--- src/rtl/cpu_types_pkg.sv ---
// Shared types for the cache/RAM side of the multicore memory system.
package cpu_types_pkg;

  localparam int WORD_BITS = 32;

  typedef logic [WORD_BITS-1:0] word_t;

  typedef enum logic [1:0] {
    FREE   = 2'd0,
    BUSY   = 2'd1,
    ACCESS = 2'd2,
    ERROR  = 2'd3
  } ramstate_t;

  typedef enum logic {
    ARB_IDLE  = 1'b0,
    ARB_SERVE = 1'b1
  } arb_state_t;

  // Width of a CPU index; a single CPU still needs one bit to hold id 0.
  function automatic int idx_w(input int n);
    return (n > 1) ? $clog2(n) : 1;
  endfunction

  // (a + b) mod n for a, b already below n.
  function automatic int wrap_add(input int a, input int b, input int n);
    int s;
    s = a + b;
    return (s >= n) ? s - n : s;
  endfunction

endpackage

--- src/rtl/rr_picker.sv ---
// Round-robin priority encoder: first set request scanning rr, rr+1, ... mod CPUS.
module rr_picker
  import cpu_types_pkg::*;
#(
  parameter int CPUS = 2,
  parameter int IW   = idx_w(CPUS)
) (
  input  logic [CPUS-1:0] req,
  input  logic [IW-1:0]   rr,
  output logic            valid,
  output logic [IW-1:0]   idx
);

  // Rotate so that bit 0 is the CPU at the pointer; doubling handles the wrap.
  logic [2*CPUS-1:0] rot;
  assign rot = {req, req} >> rr;

  // Lowest set bit of the rotated vector, mapped back to a CPU id.
  always_comb begin
    valid = 1'b0;
    idx   = '0;
    for (int k = 0; k < CPUS; k++) begin
      if (!valid && rot[k]) begin
        valid = 1'b1;
        idx   = IW'(wrap_add(int'(rr), k, CPUS));
      end
    end
  end

endmodule

--- src/rtl/ram_arbiter.sv ---
// Multiplexes per-CPU instruction/data requests onto the single RAM port.
// Round-robin across CPUs, data before instruction within a CPU, one
// arbitration cycle (ARB_IDLE) between consecutive transactions.
module ram_arbiter
  import cpu_types_pkg::*;
#(
  parameter int CPUS   = 2,
  parameter int WORD_W = 32
) (
  input  logic                         CLK,
  input  logic                         nRST,
  input  logic [CPUS-1:0]              iREN,
  input  logic [CPUS-1:0][WORD_W-1:0]  iaddr,
  input  logic [CPUS-1:0]              dREN,
  input  logic [CPUS-1:0]              dWEN,
  input  logic [CPUS-1:0][WORD_W-1:0]  daddr,
  input  logic [CPUS-1:0][WORD_W-1:0]  dstore,
  output logic [CPUS-1:0]              iwait,
  output logic [CPUS-1:0]              dwait,
  output logic [CPUS-1:0][WORD_W-1:0]  iload,
  output logic [CPUS-1:0][WORD_W-1:0]  dload,
  output logic [WORD_W-1:0]            ramaddr,
  output logic [WORD_W-1:0]            ramstore,
  output logic                         ramREN,
  output logic                         ramWEN,
  input  logic [WORD_W-1:0]            ramload,
  input  ramstate_t                    ramstate
);

  localparam int IW = idx_w(CPUS);

  arb_state_t      state, state_nxt;
  logic [IW-1:0]   owner, rr, rr_nxt, pick_idx;
  logic            is_data, pick_valid;
  logic [CPUS-1:0] req;
  logic            sel_req, complete, abort;

  assign req = iREN | dREN | dWEN;

  rr_picker #(.CPUS(CPUS), .IW(IW)) u_pick (
    .req   (req),
    .rr    (rr),
    .valid (pick_valid),
    .idx   (pick_idx)
  );

  // Owner's currently selected request; a drop means the client gave up.
  always_comb begin
    sel_req = 1'b0;
    if (state == ARB_SERVE)
      sel_req = is_data ? (dREN[owner] | dWEN[owner]) : iREN[owner];
  end

  // ERROR/BUSY/FREE all just hold; only ACCESS ends a transaction.
  assign complete = sel_req && (ramstate == ACCESS);
  assign abort    = (state == ARB_SERVE) && !sel_req;
  assign rr_nxt   = (owner == IW'(CPUS-1)) ? '0 : owner + 1'b1;

  // Next-state logic: grant from IDLE, return to IDLE on completion or abort.
  always_comb begin
    state_nxt = state;
    unique case (state)
      ARB_IDLE:  if (pick_valid)         state_nxt = ARB_SERVE;
      ARB_SERVE: if (complete || abort)  state_nxt = ARB_IDLE;
      default:                           state_nxt = ARB_IDLE;
    endcase
  end

  // State, grant latch and fairness pointer (pointer moves only on completion).
  always_ff @(posedge CLK or negedge nRST) begin
    if (!nRST) begin
      state   <= ARB_IDLE;
      owner   <= '0;
      is_data <= 1'b0;
      rr      <= '0;
    end else begin
      state <= state_nxt;
      if (state == ARB_IDLE && pick_valid) begin
        owner   <= pick_idx;
        is_data <= dREN[pick_idx] | dWEN[pick_idx];
      end
      if (complete) rr <= rr_nxt;
    end
  end

  // RAM port driven live from the owner's request; write beats read.
  always_comb begin
    ramaddr  = '0;
    ramstore = '0;
    ramREN   = 1'b0;
    ramWEN   = 1'b0;
    if (sel_req) begin
      if (is_data) begin
        ramaddr  = daddr[owner];
        ramstore = dstore[owner];
        ramWEN   = dWEN[owner];
        ramREN   = dREN[owner] & ~dWEN[owner];
      end else begin
        ramaddr  = iaddr[owner];
        ramREN   = 1'b1;
      end
    end
  end

  // Per-lane waits follow the request except on that lane's completion cycle.
  for (genvar c = 0; c < CPUS; c++) begin : g_lane
    logic own;
    assign own      = complete && (owner == IW'(c));
    assign iwait[c] = iREN[c] & ~(own & ~is_data);
    assign dwait[c] = (dREN[c] | dWEN[c]) & ~(own & is_data);
    assign iload[c] = ramload;
    assign dload[c] = ramload;
  end

endmodule

--- config.mk ---
export PLATFORM = sky130hd
export DESIGN_NAME = ram_arbiter
export DESIGN_NICKNAME = d
export VERILOG_FILES = /design/src/rtl/cpu_types_pkg.sv /design/src/rtl/rr_picker.sv /design/src/rtl/ram_arbiter.sv
export SDC_FILE = /design/constraint.sdc
export NUM_CORES = 1
export LEC_CHECK = 0
export ABC_CLOCK_PERIOD_IN_PS = 1500
export BUFFER_PORTS_ARGS = -buffer_cell sky130_fd_sc_hd__buf_2
export CORE_AREA = 8 8 162 164
export DETAILED_ROUTE_END_ITERATION = 16
export DIE_AREA = 0 0 170 172
export PLACE_DENSITY = 0.4
export RECOVER_POWER = 50
export SLEW_MARGIN = 20
export SYNTH_ARGS = -nofsm -noshare
export SYNTH_HDL_FRONTEND = slang
export SYNTH_SLANG_ARGS = --single-unit
--- constraint.sdc ---
create_clock -name CLK -period 1.5 [get_ports CLK]
set_input_delay 0.3 -clock CLK [delete_from_list [all_inputs] [get_ports CLK]]
set_output_delay 0.3 -clock CLK [all_outputs]
set_load 0.01 [all_outputs]
==> Word level (Yosys, flattened, before mapping) <==
Cells that the tools add are included.
{ "totals": {"word_cells": 82, "out_inout_bits": 198, "register_bits": 4} }
{ "op_classes": {"add_sub_neg": 4, "shift": 1, "order_cmp": 4, "n_eq_ne": 1, "n_reduce_logical": 9, "n_bitwise": 23, "muxes": 36} }
{ "ops": {"columns": ["cell", "n"], "rows": [
  ["$mux 32", 10],
  ["$mux 1", 25],
  ["$and 1x1->1", 9],
  ["$not 1->1", 8],
  ["$logic_and 1x1->1", 6],
  ["$lt 1x2->1 const B", 2],
  ["$or 1x1->1", 4],
  ["$or 2x2->2", 2],
  ["$shr 4x1->2", 1],
  ["$add 1x1->2 const B", 1],
  ["$eq 2x2->1 const B", 1],
  ["$ge 1x2->1 const B", 1],
  ["$ge 2x2->1 const B", 1],
  ["$logic_not 1->1", 2],
  ["$pmux 1 s2", 1],
  ["$sub 1x1->1 const B", 2],
  ["$add 1x1->1 const B", 1],
  ["$logic_or 1x1->1", 1]
]} }

==> Depth between registers and ports, before layout <==
Gate-level depths: netlist (run 1).
{ "depth": {"depth_word": 10, "ltp_mapped": 6, "depth_no_buf": 3} }

==> Cells and area by module <==
Synthesis (run 1) repeated with hierarchy kept, for this count alone.
{ "unflattened": {"cells_unflattened": 321, "area_unflattened_um2": 2899.0} }
{ "by_module_without_submodules": {"columns": ["module", "n_inst", "cells_per_inst", "area_each_um2"], "rows": [
  ["ram_arbiter", 1, 318, 2881.5],
  ["rr_picker", 1, 3, 17.5]
]} }

==> Worst setup path after synthesis (run 1) <==
Ideal clock, no wire load.
{ "synth_path": {"kind": "register -> output", "start": "register owner", "end": "output ramaddr[0]", "t_required_ps": 1200, "path_stages_with_launch": 5, "setup_slack_ps": -151, "arrival_time_ps": 1351, "n_path_buf": 2, "path_cell_list": "dfrtp_1 buf_6 buf_8 mux4_2 nor3b_2"} }
{ "synth_between": {"elab_chain_cells": 6} }
{ "synth_rtl": {"columns": ["element", "line_no", "text"], "rows": [
  ["from (decl)", "ram_arbiter.sv:33", "logic [IW-1:0] owner, rr, rr_nxt, pick_idx;"],
  ["from (signal assigned)", "ram_arbiter.sv:79", "owner <= pick_idx;"],
  ["$mux 1 (implied by the code) (2 in series)", "ram_arbiter.sv:51", "sel_req = is_data ? (dREN[owner] | dWEN[owner]) : iREN[owner];"],
  ["$or 1x1->1", "ram_arbiter.sv:51", null],
  ["$mux 1", "ram_arbiter.sv:51", null],
  ["$mux 1", "ram_arbiter.sv:50", "if (state == ARB_SERVE)"],
  ["$mux 32 (*)", "ram_arbiter.sv:92", "if (sel_req) begin"],
  ["to (decl)", "ram_arbiter.sv:22", "output logic [WORD_W-1:0] ramaddr,"]
]} }
Every way passes the cells marked *; elsewhere a longest branch is shown, timed or not. The select of a mux whose other input is x is not followed.

==> Final worst setup path (run 1) <==
{ "layout_path": {"start": "register owner", "end": "output ramaddr[31]"} }
The elaborated chain is that of the path after synthesis.

==> results_dict.tcl, run 1 <==
set metrics [dict create \
    yosysUniqueCellTypes 34 \
    grt-ovfl-total 0 \
    ys_warn_count 0 \
    worstPathRequired_ps 1200 \
    grt_pass1_vias 3252 \
    drv_cap 0 \
    ys_ff_latch 4 \
    setup_viol 72 \
    start_util 0.127 \
    violations "setup timing" \
    gp_congestion 0.837 \
    design.core.area_um2 23800 \
    yosys-top-cells-count "buf_4 (133), nor2_1 (37), mux2i_1 (33), mux4_2 (32), nor3b_1 (17)" \
    yosysTopAreaCell "buf_4" \
    dp_hpwl_mm 13.2 \
    final.setup_skew_ps 1.59 \
    avgRoutedWirePerCell_um 20.0 \
    vias_per_cell 3.76 \
    setup_ws_ps -617 \
    grt_pass1_wl_mm 20.7 \
    synth_area_leaders "buf_4 (33%), mux4_2 (24%), mux2i_1 (11%)" \
    n_fill_cell 2703 \
    cpPeakStageDelay_ps 510 \
    htreeDepth 1 \
    slowest_stage "dfrtp_4" \
    first_pass_iters 4 \
    cts_buffer_depth 2 \
    multi_input_area_um2 2040 \
    arrival_ps 1820 \
    min-delay-path-class "input pin to async pin" \
    synth_nets 554 \
    grt_max_degree 34 \
    dr_total_vias 3059 \
    seqCellArea_um2 105 \
    antenna_found_initial 8 \
    total_power_w 0.00873 \
    start_kind "register" \
    leakagePower_nw 2.23 \
    worstSetupEndpointType "primary output" \
    die_y_um 172 \
    slew_headroom 0.600 \
    cts_made_buffers 3 \
    syn_area_um2 3020 \
    critPathTopFamily "flip-flops" \
    track_usage 0.0931 \
    cts_tree "built" \
    area_growth_pct 57.8 \
    slew_violations 0 \
    port_buffers 271 \
    rsz0062_at_grt "true" \
    io-pin-count 432 \
    synthArstFlopShare 1.00 \
    drt_iter0_drc 73 \
    tightest_slew_ps 586 \
    run_status "complete, but fails checks" \
    postRouteAntennaNets 0 \
    path_cells "or3_4, a21boi_4, buf_12, clkbuf_16, nor3b_1, buf_2" \
    layout-drive-gt1-share 0.847 \
    diodes 0 \
    synth-edff-count 0 \
    syn_area_per_cell_um2 9.43 \
    synth_top_area_share 0.331 \
    vdd_drop_max_mv 0.921 \
    synth_seq_area_share 0.0332 \
    crit_fanout 8 \
    yosysMostFrequentCell "buf_4" \
    final_nets 724 \
    cellPowerDensity_nw_per_um2 1830 \
    path_class "register to primary output" \
    clk_latency_ps 220 \
    fin_tns_setup_ps -39360 \
    dieArea_um2 29200 \
    timing.fmax_ghz 0.472 \
    post-route-period-util 1.41 \
    synth_cells 320 \
    rows 57 \
    drcViolationCount 0 \
    cts_root_buffer "clkbuf_16" \
    cts_sinks 4 \
    path_buf_inv 3 \
    final.min_clock_period_ps 2120 \
    postRouteWirelength_mm 16.2 \
    hold_slack_ps 467 \
    clk_pin_slew_worst_paths_ps 30 \
    synthFlopType "dfrtp_1" \
    die_w_um 170 \
    hold_viol 0 \
]
## registers in the layout, summed over array words and instances, names as in the netlist
name     cells
rr           1
state        1
owner        1
is_data      1
## routing by layer
metal | global-route usage | vias to the layer above | part of all wire
met5 | 0 | - | 0.00080
met4 | 0.0359 | 2 | 0.047
met3 | 0.0295 | 82 | 0.11
met2 | 0.180 | 223 | 0.52
met1 | 0.0909 | 1401 | 0.32
li1 | - | 1351 | -
## worst paths after layout
kind                                     end  slack, ps               from  cells past startpoint
min in group CLK             state$_DFF_PN0_        480        ramstate[0]                      3
setup reg to reg             state$_DFF_PN0_       -170  owner$_DFFE_PN0P_                      6
hold reg to reg               rr$_DFFE_PN0N_        570     rr$_DFFE_PN0N_                      1
hold / removal             owner$_DFFE_PN0P_        470               nRST                      2
max in group asynchronous  owner$_DFFE_PN0P_        800               nRST                      2
setup / recovery                 ramaddr[31]       -620  owner$_DFFE_PN0P_                      6
## repair_timing
item	CTS	global route
setup endpoints to repair	72	72
endpoints found under the hold margin	4	0
hold buffers	1	0
gates resized for setup	16	100
buffers inserted	4	2
pin swaps	7	37
gates cloned	1	5
## per-stage QoR
| step | worst slack (ps) | cells | instance area (um2) | utilization |
|---|---|---|---|---|
| 3_3_place_gp | -371 | 796 | 3980 | 0.167 |
| 3_5_place_dp | -366 | 796 | 3980 | 0.167 |
| 2_1_floorplan | -141 | 320 | 3070 | - |
| 6_report | -617 | 813 | 4760 | 0.200 |
| 5_1_grt | -664 | 813 | 4760 | 0.200 |
| 4_1_cts | -594 | 806 | 4180 | 0.176 |
## layout make-up
type	instances	area share
flip-flops and latches	4	0.0221
repair buffers	315	0.445
inverters	4	0.00315
well taps	324	0.0852
clock buffers	4	0.0166
multi-input cells	162	0.428
## logic make-up after synthesis
family,Yosys count,synth area share
AOI/OAI and AO/OA,16,0.0502
muxes,67,0.357
DFF,4,0.0332
buffers and inverters,154,0.386
and+or+nand+nor,79,0.174
## placed cells by master, fill, tap and decap left out, drive strengths merged, types with 2 or more instances in the layout
cell    count
buf       309
clkbuf      9
dfrtp       4
inv         4
mux2        2
mux2i      33
mux4       32
nand2       2
nand4b      2
nor2       37
nor3        2
nor3b      32
o21a        3
o22a        2
o32a        2
## power by group
group          internal (W)  switching (W)
logic               0.00429        0.00374
clock network      0.000351      0.0000709
registers          0.000175      0.0000990
(Power assumes the default switching activity.)
==> inputs of run 2 (changes only) <==
--- a/config.mk
+++ b/config.mk
@@ -5,12 +5,14 @@
 export SDC_FILE = /design/constraint.sdc
 export NUM_CORES = 1
 export LEC_CHECK = 0
-export ABC_CLOCK_PERIOD_IN_PS = 1500
+export ABC_CLOCK_PERIOD_IN_PS = 2600
 export BUFFER_PORTS_ARGS = -buffer_cell sky130_fd_sc_hd__buf_2
-export CORE_AREA = 8 8 162 164
+export CELL_PAD_IN_SITES_DETAIL_PLACEMENT = 1
+export CELL_PAD_IN_SITES_GLOBAL_PLACEMENT = 2
+export CORE_AREA = 8 8 160 162
 export DETAILED_ROUTE_END_ITERATION = 16
-export DIE_AREA = 0 0 170 172
-export PLACE_DENSITY = 0.4
+export DIE_AREA = 0 0 168 170
+export PLACE_DENSITY = 0.77
 export RECOVER_POWER = 50
 export SLEW_MARGIN = 20
 export SYNTH_ARGS = -nofsm -noshare
==> constraint.sdc (replaced) <==
create_clock -name CLK -period 2.6 [get_ports CLK]
set_input_delay 0.52 -clock CLK [delete_from_list [all_inputs] [get_ports CLK]]
set_output_delay 0.52 -clock CLK [all_outputs]
set_load 0.01 [all_outputs]
==> run 2 against run 1 <==
- the flow now finishes without violations
- final cell count is 8.6% lower
- clock skew shrank 1.3 ps
- sequential cell count is the same
- wire length is 19% lower
- combinational power is 61% lower
- register-to-register slack improved by 1100 ps
- clock-buffer cell count stayed put
- critical path depth decreased by 1
- first-iteration DRC count decreased by 6.8%
- non-clock buffer count down 36
- sequential power shrank 25%
- largest cell class is now multi-input gates
==> results_dict.tcl, run 2 (synthesis results as in run 1) <==
set metrics [dict create \
    gp_congestion 0.804 \
    clk_pin_slew_worst_paths_ps 30 \
    cts_root_buffer "clkbuf_16" \
    path_class "register to primary output" \
    diodes 0 \
    sw_frac_of_total 0.475 \
    grt_pass1_wl_mm 19.4 \
    worstSetupEndpointType "primary output" \
    r2r_cells 4 \
    cts_tree "built" \
    layout.cells.most_common_list "buf_2 (270), nor2_1 (37), mux2i_1 (33), mux4_2 (32), nor3b_1 (17)" \
    first_pass_iters 4 \
    timing.fmax_ghz 0.413 \
    crit_fanout 33 \
    postRouteAntennaNets 0 \
    postCtsHoldBufs 0 \
    final_common_cell "buf_2" \
    dp_hpwl_mm 11.6 \
    cts_buffer_depth 2 \
    hold_viol 0 \
    min-delay-path-class "input pin to async pin" \
    switchingPower_w 0.00172 \
    vias_per_cell 3.84 \
    drcViolationCount 0 \
    final.min_clock_period_ps 2420 \
    start_kind "register" \
    clkPwrFrac 0.069 \
    leakagePower_nw 1.93 \
    die_y_um 170 \
    cts_sinks 4 \
    grt-ovfl-total 0 \
    tightest_slew_ps 448 \
    arrival_ps 1900 \
    cts_made_buffers 3 \
    run_status "finished, final reports clean" \
    slew_violations 0 \
    worstPathRequired_ps 2080 \
    combPwrFrac 0.874 \
    top_layer "met4" \
    final.setup_skew_ps 0.272 \
    dieArea_um2 28600 \
    grt_pass1_vias 3336 \
    clk_latency_ps 230 \
    dr_total_vias 2851 \
    slew_headroom 0.694 \
    port_buffers 271 \
    area_growth_pct 25.7 \
    wl_met3_mm 1.58 \
    grt_max_degree 34 \
    drv_cap 0 \
    antenna_found_initial 0 \
    total_power_w 0.00361 \
    cellPowerDensity_nw_per_um2 952 \
    wl_met2_mm 6.32 \
    vdd_drop_max_mv 0.460 \
    p_seq_frac 0.057 \
    cts_setup_buffers 0 \
    layout-drive-gt1-share 0.742 \
    setup_viol 0 \
    drt_iter0_drc 68 \
    n_fill_cell 2832 \
    htreeDepth 1 \
    avgRoutedWirePerCell_um 17.8 \
    design.core.area_um2 23100 \
    die_w_um 168 \
    final_nets 688 \
    rsz0062_at_grt "false" \
    track_usage 0.0853 \
    setup_ws_ps 177 \
    postRouteWirelength_mm 13.2 \
    cts_resized 0 \
    rows 56 \
    pre_cts_slack_ps 315 \
    start_util 0.131 \
    internal_power_w 0.00190 \
    post-route-period-util 0.932 \
    wl_met1_mm 4.81 \
    fin_tns_setup_ps 0 \
    io-pin-count 432 \
    hold_slack_ps 123 \
]
## run 2: cell count changes in the layout (fill, tap and decap cells not counted), sizes merged
cell and change:
buf -31, clkbuf -4, dlygate4sd3 -1
## run 2: routing by layer
layer  vias to the layer above  GRT usage
met5                         -          0
met4                         0     0.0384
met3                        53     0.0389
met2                       229      0.148
met1                      1290     0.0876
li1                       1279          -
## run 2: worst max-delay path: stages (launching register included)
cell and delay, ps:
dfrtp_4 530, or3_4 440, a21boi_4 180, buf_12 240, nor3b_1 90, buf_2 160
## run 2: worst paths after layout
path | start | to | slack, ps
setup / recovery | owner$_DFFE_PN0P_ | ramaddr[20] | 180
hold / removal | nRST | owner$_DFFE_PN0P_ | 120
setup reg to reg | owner$_DFFE_PN0P_ | state$_DFF_PN0_ | 960
hold reg to reg | rr$_DFFE_PN0N_ | rr$_DFFE_PN0N_ | 580
max in group asynchronous | nRST | owner$_DFFE_PN0P_ | 2260
min in group CLK | rr$_DFFE_PN0N_ | rr$_DFFE_PN0N_ | 580
## run 2: per-stage QoR
stage / utilization / area, um2 / cells
after floorplan: - / 3020 / 320
after global placement: 0.161 / 3710 / 739
after detailed placement: 0.161 / 3710 / 739
after CTS: 0.165 / 3790 / 743
after global routing: 0.165 / 3790 / 743
final: 0.165 / 3790 / 743
## run 2: cell type report
cell class,count,area (um2),area share
Clock buffer,4,78.8,0.0208
Tap cell,290,363,0.0957
Timing Repair Buffer,279,1480,0.390
Sequential cell,4,105,0.0277
Multi-Input combinational cell,162,1750,0.462
Inverter,4,15.0,0.00396
## run 2: power groups by stage
stage / Combinational (W) / Sequential [W] / Clock, W
final: 0.00316 / 0.000206 / 0.000250
after global routing: 0.00346 / 0.000222 / 0.000263
after CTS: 0.00325 / 0.000212 / 0.000254
after detailed placement: 0.00324 / 0.000212 / 0
after global placement: 0.00321 / 0.000213 / 0
after floorplan: 0.00249 / 0.000111 / 0
